## src/rtl/rtc_pkg.sv

```systemverilog
// Shared RTC definitions: alarm register map, ALM_CTRL bit positions and the
// BCD date/time field layout also used by the timekeeper.
package rtc_pkg;

  localparam int CH_STRIDE    = 'h10;
  localparam int OFF_ALM_DATE = 'h0;
  localparam int OFF_ALM_TIME = 'h4;
  localparam int OFF_ALM_CTRL = 'h8;
  localparam int OFF_PENDING  = 'h100;
  localparam int OFF_INT_MASK = 'h104;
  localparam int OFF_INFO     = 'h108;

  localparam int CTRL_EN     = 0;
  localparam int CTRL_REPEAT = 1;
  localparam int FLD_SEC     = 2;
  localparam int FLD_MIN     = 3;
  localparam int FLD_HOUR    = 4;
  localparam int FLD_DAY     = 5;
  localparam int FLD_MONTH   = 6;
  localparam int FLD_YEAR    = 7;
  localparam int CTRL_W      = 8;

  // BCD layout: date = YYYYMMDD, time = 00HHMMSS
  localparam int SEC_LSB   = 0;
  localparam int MIN_LSB   = 8;
  localparam int HOUR_LSB  = 16;
  localparam int DAY_LSB   = 0;
  localparam int MONTH_LSB = 8;
  localparam int YEAR_LSB  = 16;

  typedef struct packed {
    logic [15:0] year;
    logic [7:0]  month;
    logic [7:0]  day;
  } date_t;

  typedef struct packed {
    logic [7:0] rsvd;
    logic [7:0] hour;
    logic [7:0] min;
    logic [7:0] sec;
  } time_t;

endpackage

```

## src/rtl/rtc_alarm_channel.sv

```systemverilog
// One alarm channel: date/time/ctrl registers, per-field BCD comparators with
// wildcard enables, and one-shot auto-disable on match.
module rtc_alarm_channel
  import rtc_pkg::*;
(
  input  logic              rtc_clk,
  input  logic              resetn,
  input  logic [31:0]       cur_date,
  input  logic [31:0]       cur_time,
  input  logic              time_strobe,
  input  logic              wr_date,
  input  logic              wr_time,
  input  logic              wr_ctrl,
  input  logic [31:0]       wdata,
  output logic [31:0]       alm_date,
  output logic [23:0]       alm_time,
  output logic [CTRL_W-1:0] alm_ctrl,
  output logic              match
);

  logic [31:0]       date_q, date_d;
  logic [23:0]       time_q, time_d;
  logic [CTRL_W-1:0] ctrl_q, ctrl_d;

  date_t      now_date, al_date;
  time_t      now_time, al_time;
  logic [5:0] fld_eq;
  logic [5:0] fld_ok;
  logic       unused_time_rsvd;

  assign unused_time_rsvd = ^cur_time[31:24];

  always_comb begin
    now_date = date_t'(cur_date);
    now_time = time_t'(cur_time);
    al_date  = date_t'(date_q);
    al_time  = time_t'({8'h00, time_q});

    fld_eq[FLD_SEC-FLD_SEC]   = (now_time.sec   == al_time.sec);
    fld_eq[FLD_MIN-FLD_SEC]   = (now_time.min   == al_time.min);
    fld_eq[FLD_HOUR-FLD_SEC]  = (now_time.hour  == al_time.hour);
    fld_eq[FLD_DAY-FLD_SEC]   = (now_date.day   == al_date.day);
    fld_eq[FLD_MONTH-FLD_SEC] = (now_date.month == al_date.month);
    fld_eq[FLD_YEAR-FLD_SEC]  = (now_date.year  == al_date.year);

    // A disabled field is a wildcard; all-wildcard gives a 1 Hz tick.
    fld_ok = ~ctrl_q[FLD_YEAR:FLD_SEC] | fld_eq;
    match  = time_strobe & ctrl_q[CTRL_EN] & (&fld_ok);

    date_d = wr_date ? wdata : date_q;
    time_d = wr_time ? wdata[23:0] : time_q;

    ctrl_d = ctrl_q;
    if (match && !ctrl_q[CTRL_REPEAT]) ctrl_d[CTRL_EN] = 1'b0;
    // Software write lands after the auto-clear so it takes priority.
    if (wr_ctrl) ctrl_d = wdata[CTRL_W-1:0];
  end

  always_ff @(posedge rtc_clk) begin
    if (!resetn) begin
      date_q <= '0;
      time_q <= '0;
      ctrl_q <= '0;
    end else begin
      date_q <= date_d;
      time_q <= time_d;
      ctrl_q <= ctrl_d;
    end
  end

  assign alm_date = date_q;
  assign alm_time = time_q;
  assign alm_ctrl = ctrl_q;

endmodule

```

## src/rtl/rtc_alarm_bank.sv

```systemverilog
// Multi-channel RTC alarm engine: per-channel alarm units, W1C pending bits,
// interrupt mask, register read mux and lowest-index-first IRQ encoder.
module rtc_alarm_bank
  import rtc_pkg::*;
#(
  parameter int NUM_ALARMS = 4,
  parameter int ADDR_W     = 9,
  parameter int ID_W       = 4
) (
  input  logic              rtc_clk,
  input  logic              resetn,
  input  logic [31:0]       cur_date,
  input  logic [31:0]       cur_time,
  input  logic              time_strobe,
  input  logic              cfg_valid,
  input  logic              cfg_we,
  input  logic [ADDR_W-1:0] cfg_addr,
  input  logic [31:0]       cfg_wdata,
  output logic [31:0]       cfg_rdata,
  output logic              irq,
  output logic [ID_W-1:0]   irq_id
);

  // Config port handshake: no ready/backpressure. Every cycle with cfg_valid=1
  // is one complete access; writes take effect on that edge, and read data is
  // on cfg_rdata for exactly the following cycle (0 after any non-read cycle).

  logic [31:0]           addr_w;
  logic                  wr_en, rd_en;
  logic [NUM_ALARMS-1:0] match_vec;
  logic [31:0]           ch_date [NUM_ALARMS];
  logic [23:0]           ch_time [NUM_ALARMS];
  logic [CTRL_W-1:0]     ch_ctrl [NUM_ALARMS];

  logic [NUM_ALARMS-1:0] pending_q, pending_d;
  logic [NUM_ALARMS-1:0] mask_q, mask_d;
  logic [NUM_ALARMS-1:0] active;
  logic [31:0]           rdata_q, rdata_d, rd_val;
  logic                  irq_q, irq_d;
  logic [ID_W-1:0]       irq_id_q, irq_id_d;

  assign addr_w = 32'(cfg_addr) & 32'hFFFF_FFFC;
  assign wr_en  = cfg_valid & cfg_we;
  assign rd_en  = cfg_valid & ~cfg_we;

  for (genvar g = 0; g < NUM_ALARMS; g++) begin : g_ch
    logic ch_wr;
    assign ch_wr = wr_en && (addr_w[31:4] == 28'(g));

    rtc_alarm_channel u_ch (
      .rtc_clk     (rtc_clk),
      .resetn      (resetn),
      .cur_date    (cur_date),
      .cur_time    (cur_time),
      .time_strobe (time_strobe),
      .wr_date     (ch_wr && (addr_w[3:0] == 4'(OFF_ALM_DATE))),
      .wr_time     (ch_wr && (addr_w[3:0] == 4'(OFF_ALM_TIME))),
      .wr_ctrl     (ch_wr && (addr_w[3:0] == 4'(OFF_ALM_CTRL))),
      .wdata       (cfg_wdata),
      .alm_date    (ch_date[g]),
      .alm_time    (ch_time[g]),
      .alm_ctrl    (ch_ctrl[g]),
      .match       (match_vec[g])
    );
  end

  always_comb begin
    // Clear first, then OR in matches, so a same-cycle match survives W1C.
    pending_d = pending_q;
    if (wr_en && addr_w == 32'(OFF_PENDING))
      pending_d = pending_q & ~cfg_wdata[NUM_ALARMS-1:0];
    pending_d = pending_d | match_vec;

    mask_d = mask_q;
    if (wr_en && addr_w == 32'(OFF_INT_MASK))
      mask_d = cfg_wdata[NUM_ALARMS-1:0];

    rd_val = '0;
    if (addr_w == 32'(OFF_PENDING))  rd_val = 32'(pending_q);
    if (addr_w == 32'(OFF_INT_MASK)) rd_val = 32'(mask_q);
    if (addr_w == 32'(OFF_INFO))     rd_val = 32'(NUM_ALARMS);
    for (int i = 0; i < NUM_ALARMS; i++) begin
      if (addr_w[31:4] == 28'(i)) begin
        if (addr_w[3:0] == 4'(OFF_ALM_DATE)) rd_val = ch_date[i];
        if (addr_w[3:0] == 4'(OFF_ALM_TIME)) rd_val = {8'h00, ch_time[i]};
        if (addr_w[3:0] == 4'(OFF_ALM_CTRL)) rd_val = 32'(ch_ctrl[i]);
      end
    end
    rdata_d = rd_en ? rd_val : 32'h0;

    active   = pending_q & ~mask_q;
    irq_d    = |active;
    irq_id_d = '0;
    for (int i = NUM_ALARMS - 1; i >= 0; i--) begin
      if (active[i]) irq_id_d = ID_W'(i);
    end
  end

  always_ff @(posedge rtc_clk) begin
    if (!resetn) begin
      pending_q <= '0;
      mask_q    <= '1;
      rdata_q   <= '0;
      irq_q     <= 1'b0;
      irq_id_q  <= '0;
    end else begin
      pending_q <= pending_d;
      mask_q    <= mask_d;
      rdata_q   <= rdata_d;
      irq_q     <= irq_d;
      irq_id_q  <= irq_id_d;
    end
  end

  assign cfg_rdata = rdata_q;
  assign irq       = irq_q;
  assign irq_id    = irq_id_q;

endmodule
```

## config.mk

```make
export PLATFORM = sky130hd
export DESIGN_NAME = rtc_alarm_bank
export DESIGN_NICKNAME = d
export VERILOG_FILES = /design/src/rtl/rtc_pkg.sv /design/src/rtl/rtc_alarm_channel.sv /design/src/rtl/rtc_alarm_bank.sv
export SDC_FILE = /design/constraint.sdc
export NUM_CORES = 1
export LEC_CHECK = 0
export BUFFER_PORTS_ARGS = -buffer_cell sky130_fd_sc_hd__buf_2
export CAP_MARGIN = 5
export CORE_MARGIN = 4
export CORE_UTILIZATION = 54
export DETAILED_ROUTE_END_ITERATION = 8
export GPL_ROUTABILITY_DRIVEN = 1
export PLACE_DENSITY = 0.76
export SKIP_CTS_REPAIR_TIMING = 1
export SLEW_MARGIN = 20
export SYNTH_ARGS = -nofsm -noshare
export SYNTH_HDL_FRONTEND = slang
export SYNTH_SLANG_ARGS = --single-unit
```

## constraint.sdc

```tcl
create_clock -name rtc_clk -period 2.1 [get_ports rtc_clk]
set_input_delay 0.42 -clock rtc_clk [delete_from_list [all_inputs] [get_ports rtc_clk]]
set_output_delay 0.42 -clock rtc_clk [all_outputs]
set_load 0.1 [all_outputs]
```

# Word-level counts from Yosys, hierarchy flattened
# Cells that the tools add are included.
# Widths: inputs -> output; s select.
# op_classes
eq_ne	32
mux	31
bitwise_logic	25
n_reduce_logical	41
# ops
cell	count
$mux 32	18
$eq 8x8->1	20
$eq 16x16->1	4
$logic_not 28->1	1
$not 6->6	4
$or 6x6->6	4
$reduce_and 6->1	4
$logic_and 1x1->1	22
$eq 7x7->1 const B	3
$and 1x1->1	10
$eq 5x2->1 const B	2
$mux 1	9
$and 4x4->4	2
$mux 4	2
$not 4->4	2
$reduce_bool 2->1	4
$reduce_or 4->1	2
$eq 5x1->1 const B	1
$logic_not 1->1	4
$logic_not 4->1	1
$mux 2	2
$or 4x4->4	1
$reduce_or 3->1	1
$eq 2x1->1 const B	1
other kinds (4)	5
# totals
regBits	301
inputBits	110
out_inout_bits	37
word_cells	152

# Logic depth before layout (Yosys ltp)
# Gate-level depths: netlist of the first run.
# depth
depth_word	20
ltp_mapped	9
ltp_nobuf	6

# Modules after synthesis
# From an unflattened synthesis of the first run, not the netlist that was laid out.
# unflattened
cells_unflattened	1580
area_unflattened_um2	15872.7
# by_module_without_submodules
module	instances	cells_per_inst	area_each_um2	seq_area_each_um2
rtc_alarm_channel	4	288	3037.9	1281.2
rtc_alarm_bank	1	428	3721.1	860.8

# Least setup slack after synthesis of the first run
# Ideal clock, no wire load.
# synth_timing
path_type	input-to-reg
start	input port cfg_addr[8]
end	register rdata_q[3] (netlist: cfg_rdata[3])
setup_ns	0.071
arrival_time_ns	1.939
t_required_ns	2.029
path_slack_ns	0.090
stages	8
path_buffers	2
cell_sequence	buf_6 > or3_4 > or3_1 > buf_2 > o22ai_1 > a222oi_1 > a221o_1 > a21oi_1
# synth_between
elab_chain_len	20
elab_cells_between_ends	26
classes_between	eq/ne: 6; mux: 19; reduce/logical: 1
# synth_rtl
element	line	text
from (decl)	rtc_alarm_bank.sv:17	input logic [ADDR_W-1:0] cfg_addr,
$eq 7x7->1	rtc_alarm_bank.sv:79	if (addr_w == 32'(OFF_PENDING)) rd_val = 32'(pending_q);
$mux 4	rtc_alarm_bank.sv:79	
$mux 32	rtc_alarm_bank.sv:80	if (addr_w == 32'(OFF_INT_MASK)) rd_val = 32'(mask_q);
$mux 32	rtc_alarm_bank.sv:81	if (addr_w == 32'(OFF_INFO)) rd_val = 32'(NUM_ALARMS);
$mux 32	rtc_alarm_bank.sv:84	if (addr_w[3:0] == 4'(OFF_ALM_DATE)) rd_val = ch_date[i];
$mux 32	rtc_alarm_bank.sv:85	if (addr_w[3:0] == 4'(OFF_ALM_TIME)) rd_val = {8'h00, ch_time[i]};
$mux 32	rtc_alarm_bank.sv:86	if (addr_w[3:0] == 4'(OFF_ALM_CTRL)) rd_val = 32'(ch_ctrl[i]);
$mux 32	rtc_alarm_bank.sv:83	if (addr_w[31:4] == 28'(i)) begin
[... 4 more ...]	-	
$mux 32	rtc_alarm_bank.sv:84	
$mux 32	rtc_alarm_bank.sv:85	
$mux 32	rtc_alarm_bank.sv:86	
$mux 32	rtc_alarm_bank.sv:83	
$mux 32	rtc_alarm_bank.sv:84	
$mux 32	rtc_alarm_bank.sv:85	
$mux 32	rtc_alarm_bank.sv:86	
$mux 32 *	rtc_alarm_bank.sv:83	
to (signal assigned)	rtc_alarm_bank.sv:109	rdata_q <= rdata_d;
to (decl)	rtc_alarm_bank.sv:38	logic [31:0] rdata_q, rdata_d, rd_val;
# Mark *: on every way between the ends. The rest lies on a longest branch, timed or not.
# A chain may end at the register's enable or synchronous reset.

# Final worst setup path of the first run
# layout_timing
start	register g_ch[1].u_ch.date_q[20]
end	register pending_q[1]
# layout_between
elab_chain_len	5
# layout_rtl
element	line	text
from (decl)	rtc_alarm_channel.sv:21	logic [31:0] date_q, date_d;
from (signal assigned)	rtc_alarm_channel.sv:65	date_q <= date_d;
$eq 16x16->1	rtc_alarm_channel.sv:44	fld_eq[FLD_YEAR-FLD_SEC] = (now_date.year == al_date.year);
$or 6x6->6	rtc_alarm_channel.sv:47	fld_ok = ~ctrl_q[FLD_YEAR:FLD_SEC] | fld_eq;
$reduce_and 6->1	rtc_alarm_channel.sv:48	match = time_strobe & ctrl_q[CTRL_EN] & (&fld_ok);
$and 1x1->1	rtc_alarm_channel.sv:48	
$or 4x4->4	rtc_alarm_bank.sv:72	pending_d = pending_d | match_vec;
to (signal assigned)	rtc_alarm_bank.sv:107	pending_q <= pending_d;
to (decl)	rtc_alarm_bank.sv:35	logic [NUM_ALARMS-1:0] pending_q, pending_d;
# Every way passes these cells.

==> results_dict.tcl, run 1 <==
set metrics [dict create \
    layout_common_cells "nand2_1 (523), dfxtp_1 (299), xnor2_1 (224)" \
    post-route-period-util 0.9423 \
    first_pass_iters 8 \
    h-tree-depth 2 \
    peakVddDrop_mv 0.6011 \
    path_class "flop to flop" \
    pre_cts_ws_ns -0.09779 \
    io_pins 147 \
    cts_tree "done" \
    r2r_start "g_ch[1].u_ch.alm_date[20]" \
    gp_congestion 0.9872 \
    worstReg2RegEnd "pending_q[1]" \
    setup_ws_ns 0.1211 \
    clkTransAtPathRegs_ns 0.06 \
    synth_seq_area_share 0.3801 \
    layout.cells.most_common "nand2_1" \
    drt_iter0_drc 1720 \
    vias 14739 \
    rrSetupSlack_ns 0.12 \
    design_area_um2 18280 \
    worstSetupEndpointType "flop" \
    antenna_found_initial 0 \
    placed_area_um2 17120 \
    clock_skew_ns 0.02252 \
    holdPathEnd "g_ch[2].u_ch.alm_date[24]" \
    fin_cells 2431 \
    grt_pass1_vias 14210 \
    start_util 0.5487 \
    min_delay_path_depth 3 \
    p_per_area_nw_per_um2 700.2 \
    cap_violations 0 \
    min_from "cfg_wdata[24]" \
    antenna_left 0 \
    ys_seq_elements 299 \
    yosysWarnings 0 \
    finalHoldViolCount 0 \
    cts_buffers 34 \
    hold_class "input pin to flop" \
    avgRoutedWirePerCell_um 22.18 \
    outcome "finished, final reports clean" \
    dieArea_um2 31960 \
    p_comb_frac 0.080 \
    min_period_ns 1.979 \
    ys_types 49 \
    utilization 0.6369 \
    crit_path_start_kind "flop" \
    crit_arrival_ns 2.42 \
    relSlewSlack 0.4068 \
    seq_power_share 0.444 \
    timing.setup.tns_ns 0 \
    grt_pass1_wl_mm 81.29 \
    crit_fanout 3 \
    hpwlAfterDp_mm 37.69 \
    switchingPower_mw 3.022 \
    tightest_slew_ns 0.8898 \
    worst_skew_pair.late_latency_ns 0.52 \
    swShare 0.2361 \
    rsz0062_at_grt "false" \
    drive_gt1_frac 0.1681 \
    maxSlewViolCount 0 \
    clock-root-buffer "clkbuf_16" \
    synth_edf_count 0 \
    vias_per_cell 6.063 \
    ff2ff_path_depth 7 \
    diodes 0 \
    cts_max_path_buffers 3 \
    synthArstFlopShare 0 \
    die_w_um 178.8 \
    finalNetCount 2133 \
    rows 62 \
    synth.avg_cell_area_um2 8.089 \
    io_buffers 134 \
    ys.flop_type "dfxtp_1" \
    holdWs_ns 0.1773 \
    setup_violations 0 \
    dpl.cell_count 2371 \
    cts.sinks 299 \
    areaGrowthSynthToFinish_pct 16.08 \
    wl_mm 53.92 \
    clkPwrFrac 0.476 \
    syn_inst 1947 \
    p_leak_nw 6.175 \
    core_region_area_um2 28700 \
    p_int_mw 9.779 \
    worstPathRequired_ns 2.54 \
    drc 0 \
    grt_max_degree 212 \
    clock.fmax_ghz 0.5053 \
    track_usage 0.3287 \
    die_h_um 178.8 \
    finalPower_mw 12.80 \
    syn_area_um2 15750 \
    overflow 0 \
]
area by class of cell:
cell class / instances / area, µm²
fill: 2424 / 10420
multi-input combinational: 1441 / 8909
sequential: 299 / 5986
timing repair buffer: 238 / 1723
clock buffer: 51 / 1046
tap: 384 / 480.5
clock inverter: 9 / 103.9
inverter: 9 / 33.78
power by group through the flow:
stage                     logic, mW  clock network [mW]  registers [mW]
final                          1.03                6.09            5.69
after detailed placement      0.987                   0            5.81
after global placement        0.976                   0            5.81
after floorplan               0.661                   0            5.81
after CTS                     0.994                6.11            5.69
after global routing           1.06                6.31            5.68
metal layers:
| metal | global-route usage | share of wire | wire, µm |
|---|---|---|---|
| met5 | 0 | 0 | 0 |
| met3 | 0.07803 | 0.11 | 5806 |
| met2 | 0.5230 | 0.45 | 24180 |
| met4 | 0.1599 | 0.056 | 3005 |
| met1 | 0.4202 | 0.39 | 20920 |
Yosys cell counts (all sizes together) (5+ instances only):
cell / instances / share of area
nand2: 523 / 0.12
dfxtp: 299 / 0.38
a21boi: 254 / 0.12
xnor2: 224 / 0.12
clkbuf: 140 / 0.033
mux2i: 66 / 0.042
nor2: 66 / 0.016
nand4: 64 / 0.025
buf: 59 / 0.021
o21ai: 38 / 0.012
mux2: 36 / 0.026
nand3: 28 / 0.0089
a21oi: 27 / 0.0086
o22ai: 26 / 0.010
a221oi: 16 / 0.0089
a2111oi: 9 / 0.0050
a222oi: 9 / 0.0057
inv: 9 / 0.0021
nor3: 5 / 0.0022
registers in the layout, indices dropped and copies added, names as in the netlist:
register / flops
g_ch.u_ch.alm_date: 128
irq_id: 2
pending_q: 4
mask_q: 4
irq: 1
g_ch.u_ch.alm_ctrl: 32
cfg_rdata: 32
g_ch.u_ch.alm_time: 96
worst max-delay path: stages, from the launching register on:
cell     delay, ns
dfxtp_1       0.35
xnor2_1       0.30
nand4_1       0.20
o41ai_1       0.39
buf_4         0.19
nand4_1       0.10
nor2_1        0.22
o21a_1        0.16
logic make-up after synthesis:
| logic type | synth area share |
|---|---|
| simple gates | 0.1863 |
| buf+inv | 0.05609 |
| xor+xnor | 0.1246 |
| mux | 0.06769 |
| compound gates | 0.1850 |
| flops | 0.3801 |
| other cells | 0.0002381 |
worst max path at each step:
| stage | from | to | slack (ns) | depth (start not counted) |
|---|---|---|---|---|
| finish | g_ch[1].u_ch.alm_date[20] | pending_q[1] | 0.12 | 7 |
| global route | g_ch[1].u_ch.alm_date[20] | g_ch[1].u_ch.alm_ctrl[0] | 0.06 | 7 |
| CTS | g_ch[1].u_ch.alm_date[20] | pending_q[1] | 0.13 | 7 |
| detailed placement | cfg_addr[8] | g_ch[0].u_ch.alm_time[6] | -0.1 | 8 |
| global placement | cfg_addr[8] | g_ch[0].u_ch.alm_date[0] | -0.07 | 8 |
| floorplan | cfg_addr[8] | cfg_rdata[3] | 0.09 | 8 |
Power figures use the tool's default switching activity.
==> inputs of run 2 (changes only) <==
SYNTH_HIERARCHICAL = 1   (was unset)
==> run 2 against run 1 <==
Compared with the run above: clock power is 3% higher; sequential power hardly changed; count of clock-buffer cells in the layout is 1 lower; wire length is 11% lower; largest power group unchanged.
==> results_dict.tcl, run 2 <==
set metrics [dict create \
    outcome "finished, final reports clean" \
    clock-root-buffer "clkbuf_16" \
    hpwlAfterDp_mm 33.69 \
    cts_max_path_buffers 3 \
    layout_common_cells "dfxtp_1 (299), mux2i_1 (285), nor2b_1 (259)" \
    path_class "flop to flop" \
    track_usage 0.2826 \
    die_h_um 179.4 \
    io_pins 147 \
    gp_congestion 0.9579 \
    areaGrowthSynthToFinish_pct 18.07 \
    cts_tree "done" \
    worstPathRequired_ns 2.50 \
    relSlewSlack 0.5901 \
    setup_ws_ns 0.1280 \
    first_pass_iters 7 \
    synth_edf_count 0 \
    grt_pass1_wl_mm 73.70 \
    clock.fmax_ghz 0.5071 \
    worstPathCellList "xnor2_1, nand4_1, o21ai_0, nand4_1, o31a_1" \
    drc 0 \
    drt_iter0_drc 1312 \
    hold_class "input pin to flop" \
    clkTransAtPathRegs_ns 0.06 \
    drive_gt1_frac 0.2066 \
    slowest_stage "o21ai_0" \
    crit_fanout 3 \
    post-route-period-util 0.9391 \
    grt_pass1_vias 12680 \
    clock_skew_ns 0.009780 \
    crit_family "compound AO/OA/AOI/OAI gates" \
    layout.cells.most_common "dfxtp_1" \
    worst_skew_pair.late_latency_ns 0.51 \
    crit_arrival_ns 2.37 \
    ys.flop_type "dfxtp_1" \
    synthArstFlopShare 0 \
    finalNetCount 1845 \
    syn_area_um2 15870 \
    setup_violations 0 \
    rows 62 \
    synth.avg_cell_area_um2 10.05 \
    vias_per_cell 5.930 \
    p_leak_nw 5.998 \
    vias 12709 \
    yosys-top-cells-count "dfxtp_1 (299), mux2i_1 (285), nor2b_1 (260)" \
    grt_max_degree 166 \
    h-tree-depth 2 \
    core_region_area_um2 28860 \
    overflow 0 \
    tightest_slew_ns 0.6148 \
    worst_path_largest_cell_delay_ns 0.42 \
    post-synth-top-area-fraction 0.3771 \
    antenna_found_initial 4 \
    synth_top_cell_by_area "dfxtp_1" \
    yosysWarnings 6 \
    avgRoutedWirePerCell_um 22.36 \
    antenna_left 0 \
    cts_buffers 34 \
    ys_seq_elements 299 \
    holdWs_ns 0.2160 \
    ys_types 55 \
    min_period_ns 1.972 \
    p_per_area_nw_per_um2 694.1 \
    cp_common_cell "nand4_1" \
    yosysMostFrequentCell "dfxtp_1" \
    pre_cts_ws_ns -0.1571 \
    cap_violations 0 \
    critPathBufInv 0 \
    utilization 0.6494 \
    syn_inst 1580 \
    synth_seq_area_share 0.3771 \
    maxSlewViolCount 0 \
    crit_path_start_kind "flop" \
    synthTopCellsByArea "dfxtp_1 (38%), mux2i_1 (18%), xnor2_1 (12%)" \
    worstSetupEndpointType "flop" \
    die_w_um 179.4 \
    finalHoldViolCount 0 \
    start_util 0.5500 \
    peakVddDrop_mv 0.6390 \
    rsz0062_at_grt "false" \
    io_buffers 134 \
    cts.sinks 299 \
    wl_mm 47.93 \
    dieArea_um2 32200 \
    largest_register_ffs 128 \
]
==> run 2: changes by cell type after synthesis, sizes merged, moves of 9 or more <==
cell / change
nor2: -39
buf: -13
o2bb2ai: +16
nand2: -489
o22ai: -15
mux2: +31
a2111oi: -9
a21oi: -10
nand3: -25
nor2b: +256
mux2i: +219
a21boi: -251
clkbuf: -83
==> run 2: final timing paths <==
path / from / endpoint / slack (ns) / cells after the start
setup / recovery: g_ch[2].u_ch/alm_date[12] / g_ch[2].u_ch/alm_ctrl[0] / 0.13 / 5
setup reg to reg: g_ch[2].u_ch/alm_date[12] / g_ch[2].u_ch/alm_ctrl[0] / 0.13 / 5
hold / removal: cfg_wdata[31] / g_ch[1].u_ch/alm_date[31] / 0.22 / 3
hold reg to reg: mask_q[2] / mask_q[2] / 0.48 / 2
==> run 2: kinds of logic after synthesis <==
kind of cell	share of synthesized area
other cells	0.0002363
compound gates	0.07512
mux	0.2301
simple gates	0.1621
buf+inv	0.03177
flops	0.3771
xor+xnor	0.1236
==> run 2: routing by layer <==
layer  share of wire  track usage  vias to the layer above  wire (µm)
met5         0.00044            0                        -         21
met4           0.037       0.1003                        4       1763
met3           0.074      0.04871                      128       3552
met2            0.46       0.4541                      549      21870
met1            0.43       0.3854                     6161      20720
li1                -            -                     5867          -
==> run 2: where the power goes <==
part / internal, mW / total (mW) / leakage, nW / switching, mW
combinational: 0.445 / 1.05 / 3.02 / 0.600
sequential: 5.68 / 5.69 / 2.41 / 0.00671
clock: 3.90 / 6.28 / 0.576 / 2.38
total: 10.0 / 13.0 / 6.00 / 2.99
==> run 2: cell type report <==
| class | instances | area (µm²) |
|---|---|---|
| fillers | 2336 | 10120 |
| multi-input cells | 1167 | 9468 |
| flip-flops and latches | 299 | 5986 |
| repair buffers | 221 | 1579 |
| clock buffers | 50 | 1035 |
| well taps | 384 | 480.5 |
| clock inverters | 8 | 142.6 |
| inverters | 12 | 45.04 |
| diodes | 2 | 5.005 |
==> run 2: worst reg2reg max path, cell delays in order (launching register included) <==
cell,delay [ns]
dfxtp_1,0.33
xnor2_1,0.25
nand4_1,0.24
o21ai_0,0.42
nand4_1,0.27
o31a_1,0.36
==> run 2: through the flow <==
step / total power, mW / instances / cell area, µm² / TNS, ns
after floorplan: 6.369 / 1581 / 15980 / -0.1298
after global placement: 6.813 / 2083 / 17560 / -1.237
after detailed placement: 6.826 / 2083 / 17560 / -2.494
after CTS: 13.06 / 2141 / 18740 / 0
after global routing: 13.36 / 2143 / 18740 / 0
final: 13.01 / 2143 / 18740 / 0
